**src/rtl/alu_cmd_issue_if.sv**
```systemverilog
// Handshake/bus bundle between the command source, alu_cmd_issue, the ALU and the result sink.
// slave: issue-stage view (cmd in, alu_* out, alu_result in, res out); master: environment view.
interface alu_cmd_issue_if #(
  parameter int WIDTH = 4,
  parameter int SELW  = 3
);
  logic             cmd_valid;
  logic             cmd_ready;
  logic [WIDTH-1:0] cmd_a;
  logic [WIDTH-1:0] cmd_b;
  logic [SELW-1:0]  cmd_sel;

  logic [WIDTH-1:0] alu_a;
  logic [WIDTH-1:0] alu_b;
  logic [SELW-1:0]  alu_sel;
  logic [WIDTH-1:0] alu_result;

  logic             res_valid;
  logic             res_ready;
  logic [WIDTH-1:0] res_data;

  logic             busy;

`ifdef ALU_FLAGS_EN
  logic             res_zero;
  logic             res_neg;

  modport slave (
    input  cmd_valid, cmd_a, cmd_b, cmd_sel,
    output cmd_ready,
    output alu_a, alu_b, alu_sel,
    input  alu_result,
    output res_valid, res_data,
    input  res_ready,
    output busy,
    output res_zero, res_neg
  );

  modport master (
    output cmd_valid, cmd_a, cmd_b, cmd_sel,
    input  cmd_ready,
    input  alu_a, alu_b, alu_sel,
    output alu_result,
    input  res_valid, res_data,
    output res_ready,
    input  busy,
    input  res_zero, res_neg
  );
`else
  modport slave (
    input  cmd_valid, cmd_a, cmd_b, cmd_sel,
    output cmd_ready,
    output alu_a, alu_b, alu_sel,
    input  alu_result,
    output res_valid, res_data,
    input  res_ready,
    output busy
  );

  modport master (
    output cmd_valid, cmd_a, cmd_b, cmd_sel,
    input  cmd_ready,
    input  alu_a, alu_b, alu_sel,
    output alu_result,
    input  res_valid, res_data,
    output res_ready,
    input  busy
  );
`endif

endinterface

```
**src/rtl/alu_cmd_issue.sv**
```systemverilog
// Issue stage for the 4-bit combinational ALU: FIFO of {a,b,sel}, one command in flight,
// result captured one cycle after issue and offered on res_valid/res_ready.
// Ports: clk, rst_n (async, active low), bus (alu_cmd_issue_if.slave: cmd_*, alu_*, res_*, busy).
// Optional: define ALU_FLAGS_EN to add registered res_zero/res_neg alongside res_data.
module alu_cmd_issue #(
  parameter int WIDTH = 4,
  parameter int SELW  = 3,
  parameter int DEPTH = 4
) (
  input logic          clk,
  input logic          rst_n,
  alu_cmd_issue_if.slave bus
);

  localparam int AW = $clog2(DEPTH);
  localparam logic [AW:0] CNT_FULL = (AW+1)'(DEPTH);

  typedef struct packed {
    logic [WIDTH-1:0] a;
    logic [WIDTH-1:0] b;
    logic [SELW-1:0]  sel;
  } cmd_t;

  typedef enum logic [1:0] {
    S_IDLE,
    S_EXEC,
    S_WAIT
  } state_t;

  cmd_t          mem [DEPTH];
  logic [AW-1:0] wr_ptr;
  logic [AW-1:0] rd_ptr;
  logic [AW:0]   count;
  logic          full;
  logic          empty;
  logic          push;
  logic          pop;

  state_t        state;
  state_t        state_nxt;

  logic [WIDTH-1:0] alu_a;
  logic [WIDTH-1:0] alu_b;
  logic [SELW-1:0]  alu_sel;
  logic             res_valid;
  logic [WIDTH-1:0] res_data;
  logic             res_fire;

  assign full     = (count == CNT_FULL);
  assign empty    = (count == '0);
  // Full refuses a push even when a pop frees a slot in the same cycle.
  assign push     = bus.cmd_valid && !full;
  assign res_fire = res_valid && bus.res_ready;

  always_ff @(posedge clk) begin
    if (push) begin
      mem[wr_ptr] <= '{a: bus.cmd_a, b: bus.cmd_b, sel: bus.cmd_sel};
    end
  end

  always_ff @(posedge clk or negedge rst_n) begin
    if (!rst_n) begin
      wr_ptr <= '0;
      rd_ptr <= '0;
      count  <= '0;
    end else begin
      if (push) wr_ptr <= wr_ptr + 1'b1;
      if (pop)  rd_ptr <= rd_ptr + 1'b1;
      if (push && !pop)
        count <= count + 1'b1;
      else if (pop && !push)
        count <= count - 1'b1;
    end
  end

  always_ff @(posedge clk or negedge rst_n) begin
    if (!rst_n) state <= S_IDLE;
    else        state <= state_nxt;
  end

  // Pop only from a non-empty FIFO, so a fresh command always
  // lands in storage first and issues on the following edge.
  always_comb begin
    state_nxt = state;
    pop       = 1'b0;
    unique case (state)
      S_IDLE: begin
        if (!empty) begin
          pop       = 1'b1;
          state_nxt = S_EXEC;
        end
      end
      S_EXEC: begin
        state_nxt = S_WAIT;
      end
      S_WAIT: begin
        if (res_fire) begin
          if (!empty) begin
            pop       = 1'b1;
            state_nxt = S_EXEC;
          end else begin
            state_nxt = S_IDLE;
          end
        end
      end
      default: begin
        state_nxt = S_IDLE;
      end
    endcase
  end

  always_ff @(posedge clk or negedge rst_n) begin
    if (!rst_n) begin
      alu_a   <= '0;
      alu_b   <= '0;
      alu_sel <= '0;
    end else if (pop) begin
      alu_a   <= mem[rd_ptr].a;
      alu_b   <= mem[rd_ptr].b;
      alu_sel <= mem[rd_ptr].sel;
    end
  end

  always_ff @(posedge clk or negedge rst_n) begin
    if (!rst_n) begin
      res_valid <= 1'b0;
      res_data  <= '0;
    end else if (state == S_EXEC) begin
      res_valid <= 1'b1;
      res_data  <= bus.alu_result;
    end else if (state == S_WAIT && res_fire) begin
      res_valid <= 1'b0;
    end
  end

`ifdef ALU_FLAGS_EN
  logic res_zero;
  logic res_neg;

  always_ff @(posedge clk or negedge rst_n) begin
    if (!rst_n) begin
      res_zero <= 1'b0;
      res_neg  <= 1'b0;
    end else if (state == S_EXEC) begin
      res_zero <= (bus.alu_result == '0);
      res_neg  <= bus.alu_result[WIDTH-1];
    end
  end

  assign bus.res_zero = res_zero;
  assign bus.res_neg  = res_neg;
`endif

  assign bus.cmd_ready = !full;
  assign bus.alu_a     = alu_a;
  assign bus.alu_b     = alu_b;
  assign bus.alu_sel   = alu_sel;
  assign bus.res_valid = res_valid;
  assign bus.res_data  = res_data;
  assign bus.busy      = (state != S_IDLE) || !empty;

endmodule

```
**src/flat_wrapper.sv**
```systemverilog
// flat-port wrapper written by rule: the top's interface ports become plain ports
module alu_cmd_issue_flat 
#(
  parameter int WIDTH = 4,
  parameter int SELW  = 3,
  parameter int DEPTH = 4
)
  (clk, rst_n, bus_cmd_valid, bus_cmd_a, bus_cmd_b, bus_cmd_sel, bus_cmd_ready, bus_alu_a, bus_alu_b, bus_alu_sel, bus_alu_result, bus_res_valid, bus_res_data, bus_res_ready, bus_busy);
  alu_cmd_issue_if #(.WIDTH(WIDTH), .SELW(SELW)) bus_i ();
  input logic clk;
  input logic rst_n;
  input wire logic [$bits(bus_i.cmd_valid)-1:0] bus_cmd_valid;
  input wire logic [$bits(bus_i.cmd_a)-1:0] bus_cmd_a;
  input wire logic [$bits(bus_i.cmd_b)-1:0] bus_cmd_b;
  input wire logic [$bits(bus_i.cmd_sel)-1:0] bus_cmd_sel;
  output wire logic [$bits(bus_i.cmd_ready)-1:0] bus_cmd_ready;
  output wire logic [$bits(bus_i.alu_a)-1:0] bus_alu_a;
  output wire logic [$bits(bus_i.alu_b)-1:0] bus_alu_b;
  output wire logic [$bits(bus_i.alu_sel)-1:0] bus_alu_sel;
  input wire logic [$bits(bus_i.alu_result)-1:0] bus_alu_result;
  output wire logic [$bits(bus_i.res_valid)-1:0] bus_res_valid;
  output wire logic [$bits(bus_i.res_data)-1:0] bus_res_data;
  input wire logic [$bits(bus_i.res_ready)-1:0] bus_res_ready;
  output wire logic [$bits(bus_i.busy)-1:0] bus_busy;
  assign bus_i.cmd_valid = bus_cmd_valid;
  assign bus_i.cmd_a = bus_cmd_a;
  assign bus_i.cmd_b = bus_cmd_b;
  assign bus_i.cmd_sel = bus_cmd_sel;
  assign bus_cmd_ready = bus_i.cmd_ready;
  assign bus_alu_a = bus_i.alu_a;
  assign bus_alu_b = bus_i.alu_b;
  assign bus_alu_sel = bus_i.alu_sel;
  assign bus_i.alu_result = bus_alu_result;
  assign bus_res_valid = bus_i.res_valid;
  assign bus_res_data = bus_i.res_data;
  assign bus_i.res_ready = bus_res_ready;
  assign bus_busy = bus_i.busy;
  alu_cmd_issue #(.WIDTH(WIDTH), .SELW(SELW), .DEPTH(DEPTH)) u_core (.clk(clk), .rst_n(rst_n), .bus(bus_i));
endmodule
```
**config.mk**
```make
export PLATFORM = sky130hd
export DESIGN_NAME = alu_cmd_issue_flat
export DESIGN_NICKNAME = d
export VERILOG_FILES = /design/src/rtl/alu_cmd_issue_if.sv /design/src/rtl/alu_cmd_issue.sv /design/src/flat_wrapper.sv
export SDC_FILE = /design/constraint.sdc
export NUM_CORES = 1
export LEC_CHECK = 0
export ABC_AREA = 1
export ABC_CLOCK_PERIOD_IN_PS = 2350
export BUFFER_PORTS_ARGS = -buffer_cell sky130_fd_sc_hd__buf_2
export CAP_MARGIN = 40
export CORE_MARGIN = 2
export CORE_UTILIZATION = 49
export DETAILED_ROUTE_END_ITERATION = 8
export HOLD_SLACK_MARGIN = 0.08
export PLACE_DENSITY = 0.69
export SLEW_MARGIN = 20
export SYNTH_ARGS = -nofsm -noshare
export SYNTH_HDL_FRONTEND = slang
export SYNTH_SLANG_ARGS = --single-unit
```
**constraint.sdc**
```tcl
create_clock -name clk -period 2.35 [get_ports clk]
set_input_delay 0.235 -clock clk [delete_from_list [all_inputs] [get_ports clk]]
set_output_delay 0.235 -clock clk [all_outputs]
set_load 0.03 [all_outputs]
```
==> results of run 1 <==
==> worst max-delay path, stage by stage, from the launching register on <==
cell and delay [ns]:
sky130_fd_sc_hd__dfrtp_1 0.43, sky130_fd_sc_hd__nor2_2 0.18, sky130_fd_sc_hd__nand2_2 0.09, sky130_fd_sc_hd__nand3_4 0.17
sky130_fd_sc_hd__ha_1 0.21, sky130_fd_sc_hd__inv_1 0.07, sky130_fd_sc_hd__fa_1 0.39, sky130_fd_sc_hd__nand2_1 0.09
sky130_fd_sc_hd__nand3_1 0.08, sky130_fd_sc_hd__xor2_1 0.14
==> cells in the final DEF (no fill, tap or decap), types with 5 or more instances in the layout <==
master	synthesis	routed
sky130_fd_sc_hd__buf_2	3	36
sky130_fd_sc_hd__buf_4	1	6
sky130_fd_sc_hd__clkbuf_8	1	9
sky130_fd_sc_hd__dfrtp_1	25	25
sky130_fd_sc_hd__edfxtp_1	44	44
sky130_fd_sc_hd__ha_1	5	5
sky130_fd_sc_hd__inv_1	60	60
sky130_fd_sc_hd__nand2_1	112	112
sky130_fd_sc_hd__nand3_1	24	24
sky130_fd_sc_hd__nor2_1	5	5
==> layer usage <==
metal,wire length [um],part of all wire,GRT usage
met1,2410,0.44,0.234
met2,2710,0.49,0.321
met3,248,0.045,0.0402
met4,122,0.022,0.0950
met5,0,0,0
==> cell families (layout without fill, tap and decap cells) <==
group,count (synthesis),after routing
buf+inv,71,121
simple gates,147,147
fa+ha+maj,6,6
xor+xnor,4,4
flops,69,69
compound gates,4,4
==> power groups by stage <==
stage | Combinational (mW) | Clock (mW) | Sequential, mW
global route | 0.0359 | 1.09 | 1.29
global placement | 0.0295 | 0 | 1.32
floorplan | 0.000538 | 0 | 1.32
finish | 0.0307 | 1.01 | 1.29
detailed placement | 0.0303 | 0 | 1.32
CTS | 0.0316 | 1.02 | 1.29
==> synthesized netlist by cell type <==
library cell / instances
sky130_fd_sc_hd__a21oi_1: 1
sky130_fd_sc_hd__buf_6: 4
sky130_fd_sc_hd__buf_2: 3
sky130_fd_sc_hd__edfxtp_1: 44
sky130_fd_sc_hd__xor2_1: 2
sky130_fd_sc_hd__nand3_1: 24
sky130_fd_sc_hd__nor2_2: 1
sky130_fd_sc_hd__nand2_2: 2
sky130_fd_sc_hd__nand2_1: 112
sky130_fd_sc_hd__buf_4: 1
sky130_fd_sc_hd__o21ai_0: 2
sky130_fd_sc_hd__nor2_1: 5
sky130_fd_sc_hd__dfrtp_1: 25
sky130_fd_sc_hd__ha_1: 5
sky130_fd_sc_hd__nand4_1: 2
sky130_fd_sc_hd__xnor2_1: 2
sky130_fd_sc_hd__o21ai_2: 1
sky130_fd_sc_hd__inv_2: 2
sky130_fd_sc_hd__clkbuf_8: 1
sky130_fd_sc_hd__nand3_4: 1
sky130_fd_sc_hd__inv_1: 60
sky130_fd_sc_hd__fa_1: 1
==> layout make-up <==
cell class                      count  area [um^2]  area share
Sequential cell                    69         1950       0.562
Multi-Input combinational cell    161          749       0.216
Tap cell                           75         93.8      0.0271
Inverter                           62          233      0.0672
Clock inverter                      6         77.6      0.0224
Timing Repair Buffer               43          235      0.0679
Clock buffer                       10          128      0.0368
==> state kept, by name (all words and copies together), names as in the netlist <==
name and count:
u_core.bus.alu_a 4, u_core.bus.alu_b 4, u_core.bus.alu_sel 3, u_core.bus.res_data 4, u_core.bus.res_valid 1, u_core.count 3
u_core.mem 44, u_core.rd_ptr 2, u_core.state 2, u_core.wr_ptr 2
==> path summary, 6_finish.rpt <==
path | slack, ns | end | cells after the start
setup / recovery | 0.36 | u_core.count[2] | 9
hold / removal | 0.1 | u_core.bus.res_data[1] | 3
setup reg to reg | 0.36 | u_core.count[2] | 9
hold reg to reg | 0.47 | u_core.bus.res_data[3] | 2
max in group asynchronous | 1.56 | u_core.bus.alu_a[2] | 2
min in group asynchronous | 0.41 | u_core.bus.alu_a[3] | 2
==> metrics by stage <==
stage / cells / power [mW] / worst slack [ns]
6_report: 426 / 2.33 / 0.363
5_1_grt: 426 / 2.41 / 0.233
4_1_cts: 426 / 2.34 / 0.357
3_5_place_dp: 409 / 1.35 / 0.368
3_3_place_gp: 409 / 1.35 / 0.460
2_1_floorplan: 301 / 1.32 / 0.383
==> flow_summary.yaml, run 1 <==
floorplan:
  core_region_area_mm2: 0.00592
  die_height_um: 82.4
  fp.dieArea_mm2: 0.00679
  fp-row-count: 28
  die_x_um: 82.4
  floorplan.io_pins: 37
  initial_utilization: 0.508
setup_path:
  start_kind: "flip-flop"
  cp_data_required_time_ns: 2.58
  timing_worst_setup_path_type: "reg2reg"
  r2r_start: "u_core.count[0]"
  endpoint_kind: "flip-flop"
  data_arrival_time_at_the_worst_slack_endpoint_ns: 2.21
  critPathLaunch: "u_core.count[0]"
  worstPathMaxFanout: 16
placed_design:
  gpl.final_weighted_congestion: 0.698
  dpl.hpwl_um: 3560
  port_buffers: 36
  detailed_place.area_mm2: 0.00325
synthesis:
  netlist.area_leader.share: 0.439
  synth_compound_gate_area_share: 0.00790
  synth_area_leader_cell: "sky130_fd_sc_hd__edfxtp_1"
  netlist_area_mm2: 0.00301
  count_of_cell_types_in_the_netlist: 22
  netlist_instances: 301
  syn_avg_cell_area_um2: 10.0
  synth_seq_area_share: 0.647
  netlist_top_cells_area: "sky130_fd_sc_hd__edfxtp_1 (44%), sky130_fd_sc_hd__dfrtp_1 (21%), sky130_fd_sc_hd__nand2_1 (14%)"
  synth_simple_gate_area_share: 0.202
  synth_seq_cells: 69
  syn_nets: 326
  synthesis.yosys.warnings: 0
  synth_top_family_by_area: "simple AND/OR/NAND/NOR gates"
  yosys.area_share.xor_xnor: 0.0116
  yosys-mux-area-fraction: 0
  synth-adder-area-share: 0.0274
cells_and_area:
  final_util: 0.585
  final_layout_size_suffix_gt1_frac: 0.177
  postLayoutCellArea_mm2: 0.00346
  fillerInstances: 529
  antenna-diode-count: 0
  fin_nets: 371
  areaGrowthSynthToFinish_pct: 15.0
clocking:
  cts_setup_buffers: 0
  cts_repair_resize_count: 0
  worst_setup_hold_path_clk_slew_ns: 0.07
  clk_root_buffer_cell: "sky130_fd_sc_hd__clkbuf_8"
  hold_buffers: 1
  h-tree-depth: 3
  worst_skew_pair.late_latency_ns: 0.34
  cts.sink_count: 69
  cts.path.max_buffers: 2
  tritoncts: "done"
  tritoncts.num_buffers: 9
grt:
  pin_count_of_the_biggest_net_entering_global_routing: 26
  overall_global_routing_resource_usage: 0.191
  grt_overflow_total: 0
  antenna_found_initial: 0
  grt_pass1_vias: 1995
  grt_pass1_wl_um: 9300
sta:
  max_freq_mhz: 503
  report.final.setup_viol: 0
  final_min_period_over_clock_period: 0.846
  report.final.slew_viol_count: 0
  final_period_minus_worst_setup_slack_ns: 1.99
  maxSlewHeadroom: 0.630
  setup-tns-final_ns: 0
  clock-skew-final_ns: 0.00901
  tightest_slew_ns: 0.555
  whs_ns: 0.0979
  hold_fails_final_rpt: 0
  grt_setup_unrepaired: "no"
detailed_routing:
  vias_per_cell: 4.60
  routed_wirelength_um: 5500
  vias: 1958
  drt_iter0_markers: 102
  first_pass_iters: 4
  drtAntennaViolNets: 0
  wire_per_inst_um: 12.9
  drt_drc_violations_left: 0
pwr:
  gate_power_share: 0.013
  power_frac_seq: 0.554
  cell_internal_pwr_mw: 1.89
  power_switching_share: 0.189
  p_leak_nw: 1.74
  p_switching_mw: 0.439
  clock_power_share: 0.432
  vdd.ir_drop.worst_uv: 582
  power-per-cell-area_mw_per_mm2: 673
worst_hold_path:
  hold_path_class: "in2reg"
  min_from: "bus_alu_result[1]"
job:
  cap_viol_max_count: 0
run_status:
  status: "complete, no violations"
(Power assumes the default switching activity.)
==> run 2: changes to the inputs <==
--- a/config.mk
+++ b/config.mk
@@ -5,15 +5,15 @@
 export SDC_FILE = /design/constraint.sdc
 export NUM_CORES = 1
 export LEC_CHECK = 0
-export ABC_AREA = 1
-export ABC_CLOCK_PERIOD_IN_PS = 2350
+export ABC_AREA = 0
+export ABC_CLOCK_PERIOD_IN_PS = 1700
 export BUFFER_PORTS_ARGS = -buffer_cell sky130_fd_sc_hd__buf_2
 export CAP_MARGIN = 40
 export CORE_MARGIN = 2
 export CORE_UTILIZATION = 49
 export DETAILED_ROUTE_END_ITERATION = 8
 export HOLD_SLACK_MARGIN = 0.08
-export PLACE_DENSITY = 0.69
+export PLACE_DENSITY = 0.72
 export SLEW_MARGIN = 20
 export SYNTH_ARGS = -nofsm -noshare
 export SYNTH_HDL_FRONTEND = slang
==> constraint.sdc (replaced) <==
create_clock -name clk -period 1.7 [get_ports clk]
set_input_delay 0.17 -clock clk [delete_from_list [all_inputs] [get_ports clk]]
set_output_delay 0.17 -clock clk [all_outputs]
set_load 0.03 [all_outputs]
==> flow_summary.yaml, run 2 <==
synthesis:
  syn_avg_cell_area_um2: 20.0
  yosys-mux-area-fraction: 0.176
  synth_compound_gate_area_share: 0.0133
  postSynth.topFlopCell: "sky130_fd_sc_hd__edfxtp_1"
  yosys.area_share.xor_xnor: 0.0192
  synthesis.yosys.warnings: 0
  netlist.area_leader.share: 0.483
  ys_async_rst_share: 0.362
  netlist_area_mm2: 0.00273
  synth_area_leader_cell: "sky130_fd_sc_hd__edfxtp_1"
  synth_seq_area_share: 0.712
  synth-edff-count: 44
  count_of_cell_types_in_the_netlist: 24
  synth_seq_cells: 69
  syn_nets: 162
  synth_top_family_by_area: "multiplexers"
  synth-adder-area-share: 0.0302
  netlist_top_cells_area: "sky130_fd_sc_hd__edfxtp_1 (48%), sky130_fd_sc_hd__dfrtp_1 (23%), sky130_fd_sc_hd__mux4_2 (6.6%)"
  synth_simple_gate_area_share: 0.0316
  ys_top_cells_by_count: "sky130_fd_sc_hd__edfxtp_1 (44), sky130_fd_sc_hd__dfrtp_1 (25), sky130_fd_sc_hd__mux2_2 (9)"
  netlist_instances: 137
  synth_most_common_cell: "sky130_fd_sc_hd__edfxtp_1"
pwr:
  power_frac_seq: 0.396
  p_leak_nw: 1.43
  vdd.ir_drop.worst_uv: 933
  power_switching_share: 0.345
  p_switching_mw: 2.33
  fin_total_pwr_mw: 6.75
  gate_power_share: 0.430
  clock_power_share: 0.174
  cell_internal_pwr_mw: 4.42
  power-per-cell-area_mw_per_mm2: 1910
placed_design:
  place_worst_setup_slack_ns: -0.123
  numPlacedInstances: 263
  dpl.hpwl_um: 3380
  port_buffers: 36
  gpl.final_weighted_congestion: 0.751
  detailed_place.area_mm2: 0.00317
sta:
  report.final.slew_viol_count: 0
  worst_slack_ns: -0.111
  report.final.setup_viol: 2
  final_period_minus_worst_setup_slack_ns: 1.81
  max_freq_mhz: 552
  grt_setup_unrepaired: "yes"
  maxSlewHeadroom: 0.605
  whs_ns: 0.0830
  final_min_period_over_clock_period: 1.07
  clock-skew-final_ns: 0.00744
  tightest_slew_ns: 0.593
  hold_fails_final_rpt: 0
  setup-tns-final_ns: -0.184
grt:
  grt_pass1_vias: 1646
  antenna_found_initial: 0
  grt_overflow_total: 0
  pin_count_of_the_biggest_net_entering_global_routing: 26
  overall_global_routing_resource_usage: 0.182
  grt_pass1_wl_um: 8090
clocking:
  h-tree-depth: 3
  cts.path.max_buffers: 2
  clk_root_buffer_cell: "sky130_fd_sc_hd__clkbuf_8"
  worst_setup_hold_path_clk_slew_ns: 0.07
  tritoncts.num_buffers: 9
  cts.sink_count: 69
  tritoncts: "done"
  worst_skew_pair.late_latency_ns: 0.34
worst_hold_path:
  hold_path_class: "in2reg"
setup_path:
  timing_worst_setup_path_type: "reg2reg"
  endpoint_kind: "flip-flop"
  worstPathMaxFanout: 2
  cp_data_required_time_ns: 1.92
  start_kind: "flip-flop"
  data_arrival_time_at_the_worst_slack_endpoint_ns: 2.03
floorplan:
  die_height_um: 78.7
  fp-row-count: 27
  floorplan.io_pins: 37
  initial_utilization: 0.503
  core_region_area_mm2: 0.00544
  die_x_um: 78.7
  fp.dieArea_mm2: 0.00619
cells_and_area:
  commonest_non_fill_non_tap_cells_in_the_layout: "sky130_fd_sc_hd__edfxtp_1 (44), sky130_fd_sc_hd__buf_2 (36), sky130_fd_sc_hd__buf_4 (23)"
  antenna-diode-count: 0
  layout_commonest_cell: "sky130_fd_sc_hd__edfxtp_1"
  largest_register_ffs: 44
  final_util: 0.649
  fillerInstances: 377
  areaGrowthSynthToFinish_pct: 29.1
  final_layout_size_suffix_gt1_frac: 0.493
  seq_area_mm2: 0.00195
  registers.top_by_ff_count: "u_core.mem"
  multiInputGateArea_um2: 786
  postLayoutCellArea_mm2: 0.00353
  finish.cell_count_without_fillers: 295
  fin_nets: 244
detailed_routing:
  drt_iter0_markers: 74
  routed_wirelength_um: 4970
  wire_per_inst_um: 16.9
  first_pass_iters: 4
  vias_per_cell: 5.02
  vias: 1480
  drtAntennaViolNets: 0
  drt_drc_violations_left: 0
run_status:
  status: "finished with violations"
  violations_in_the_final_reports: "setup timing"
job:
  cap_viol_max_count: 0
[run 2: cell types whose count changed in the layout (fill, tap and decap cells not counted), sizes merged, moves of 11 or more]
cell         previous run  this run
dlygate4sd3             1        15
inv                    62         6
buf                    42        59
nand3                  25         0
mux2                    0        17
nand2                 114         2
mux4                    0        11
[run 2: layer usage]
| metal | global-route usage | share of wire | up-vias |
|---|---|---|---|
| li1 | - | - | 685 |
| met1 | 0.209 | 0.40 | 748 |
| met2 | 0.311 | 0.53 | 40 |
| met3 | 0.0420 | 0.049 | 7 |
| met4 | 0.105 | 0.020 | 0 |
| met5 | 0 | 0 | - |
[run 2: worst paths after layout]
check | startpoint | to | slack (ns) | depth (start not counted)
worst max-delay path | u_core.state[1] | u_core.count[1] | -0.11 | 7
worst min-delay path | bus_alu_result[3] | u_core.bus.res_data[3] | 0.08 | 2
worst max register to register | u_core.state[1] | u_core.count[1] | -0.11 | 7
worst min register to register | u_core.bus.alu_sel[0] | u_core.bus.alu_sel[0] | 0.51 | 1
max in group asynchronous | rst_n | u_core.bus.res_valid | 0.91 | 2
min in group asynchronous | rst_n | u_core.bus.alu_a[3] | 0.37 | 2
[run 2: critical path, cell delays in order (launching register included)]
cell                       delay [ns]
sky130_fd_sc_hd__dfrtp_1         0.38
sky130_fd_sc_hd__a21boi_4        0.15
sky130_fd_sc_hd__nor3_4          0.21
sky130_fd_sc_hd__inv_4           0.05
sky130_fd_sc_hd__ha_4            0.16
sky130_fd_sc_hd__inv_2           0.05
sky130_fd_sc_hd__fa_2            0.42
sky130_fd_sc_hd__mux2_2          0.27
[run 2: cell families (layout without fill, tap and decap cells)]
logic type	after synthesis	in the layout
buffers and inverters	9	95
and+or+nand+nor	14	14
muxes	28	28
adders and majority gates	6	6
AOI/OAI and AO/OA	5	5
xor gates and xnor gates	6	6
DFF	69	69
[run 2: final cells by class]
type                       instances  area share
clock buffer                      11      0.0429
clock inverter                     4     0.00674
sequential                        69       0.553
timing repair buffer              74       0.143
multi-input combinational         59       0.223
inverter                           6     0.00709
tap                               72      0.0255
[run 2: power by group through the flow]
| stage | combinational [mW] | sequential (mW) | clock, mW |
|---|---|---|---|
| after global routing | 3.13 | 2.74 | 1.27 |
| final | 2.90 | 2.67 | 1.18 |
| after global placement | 2.72 | 2.65 | 0 |
| after floorplan | 1.60 | 3.04 | 0 |
| after CTS | 2.90 | 2.68 | 1.20 |
| after detailed placement | 2.83 | 2.71 | 0 |
[run 2: timing repair]
item,4_1_cts,5_1_grt
pin swaps,4,4
hold buffers,14,1
buffers inserted,0,2
resized for setup,3,3
hold endpoints to repair,71,1
endpoints found under the setup margin,2,2
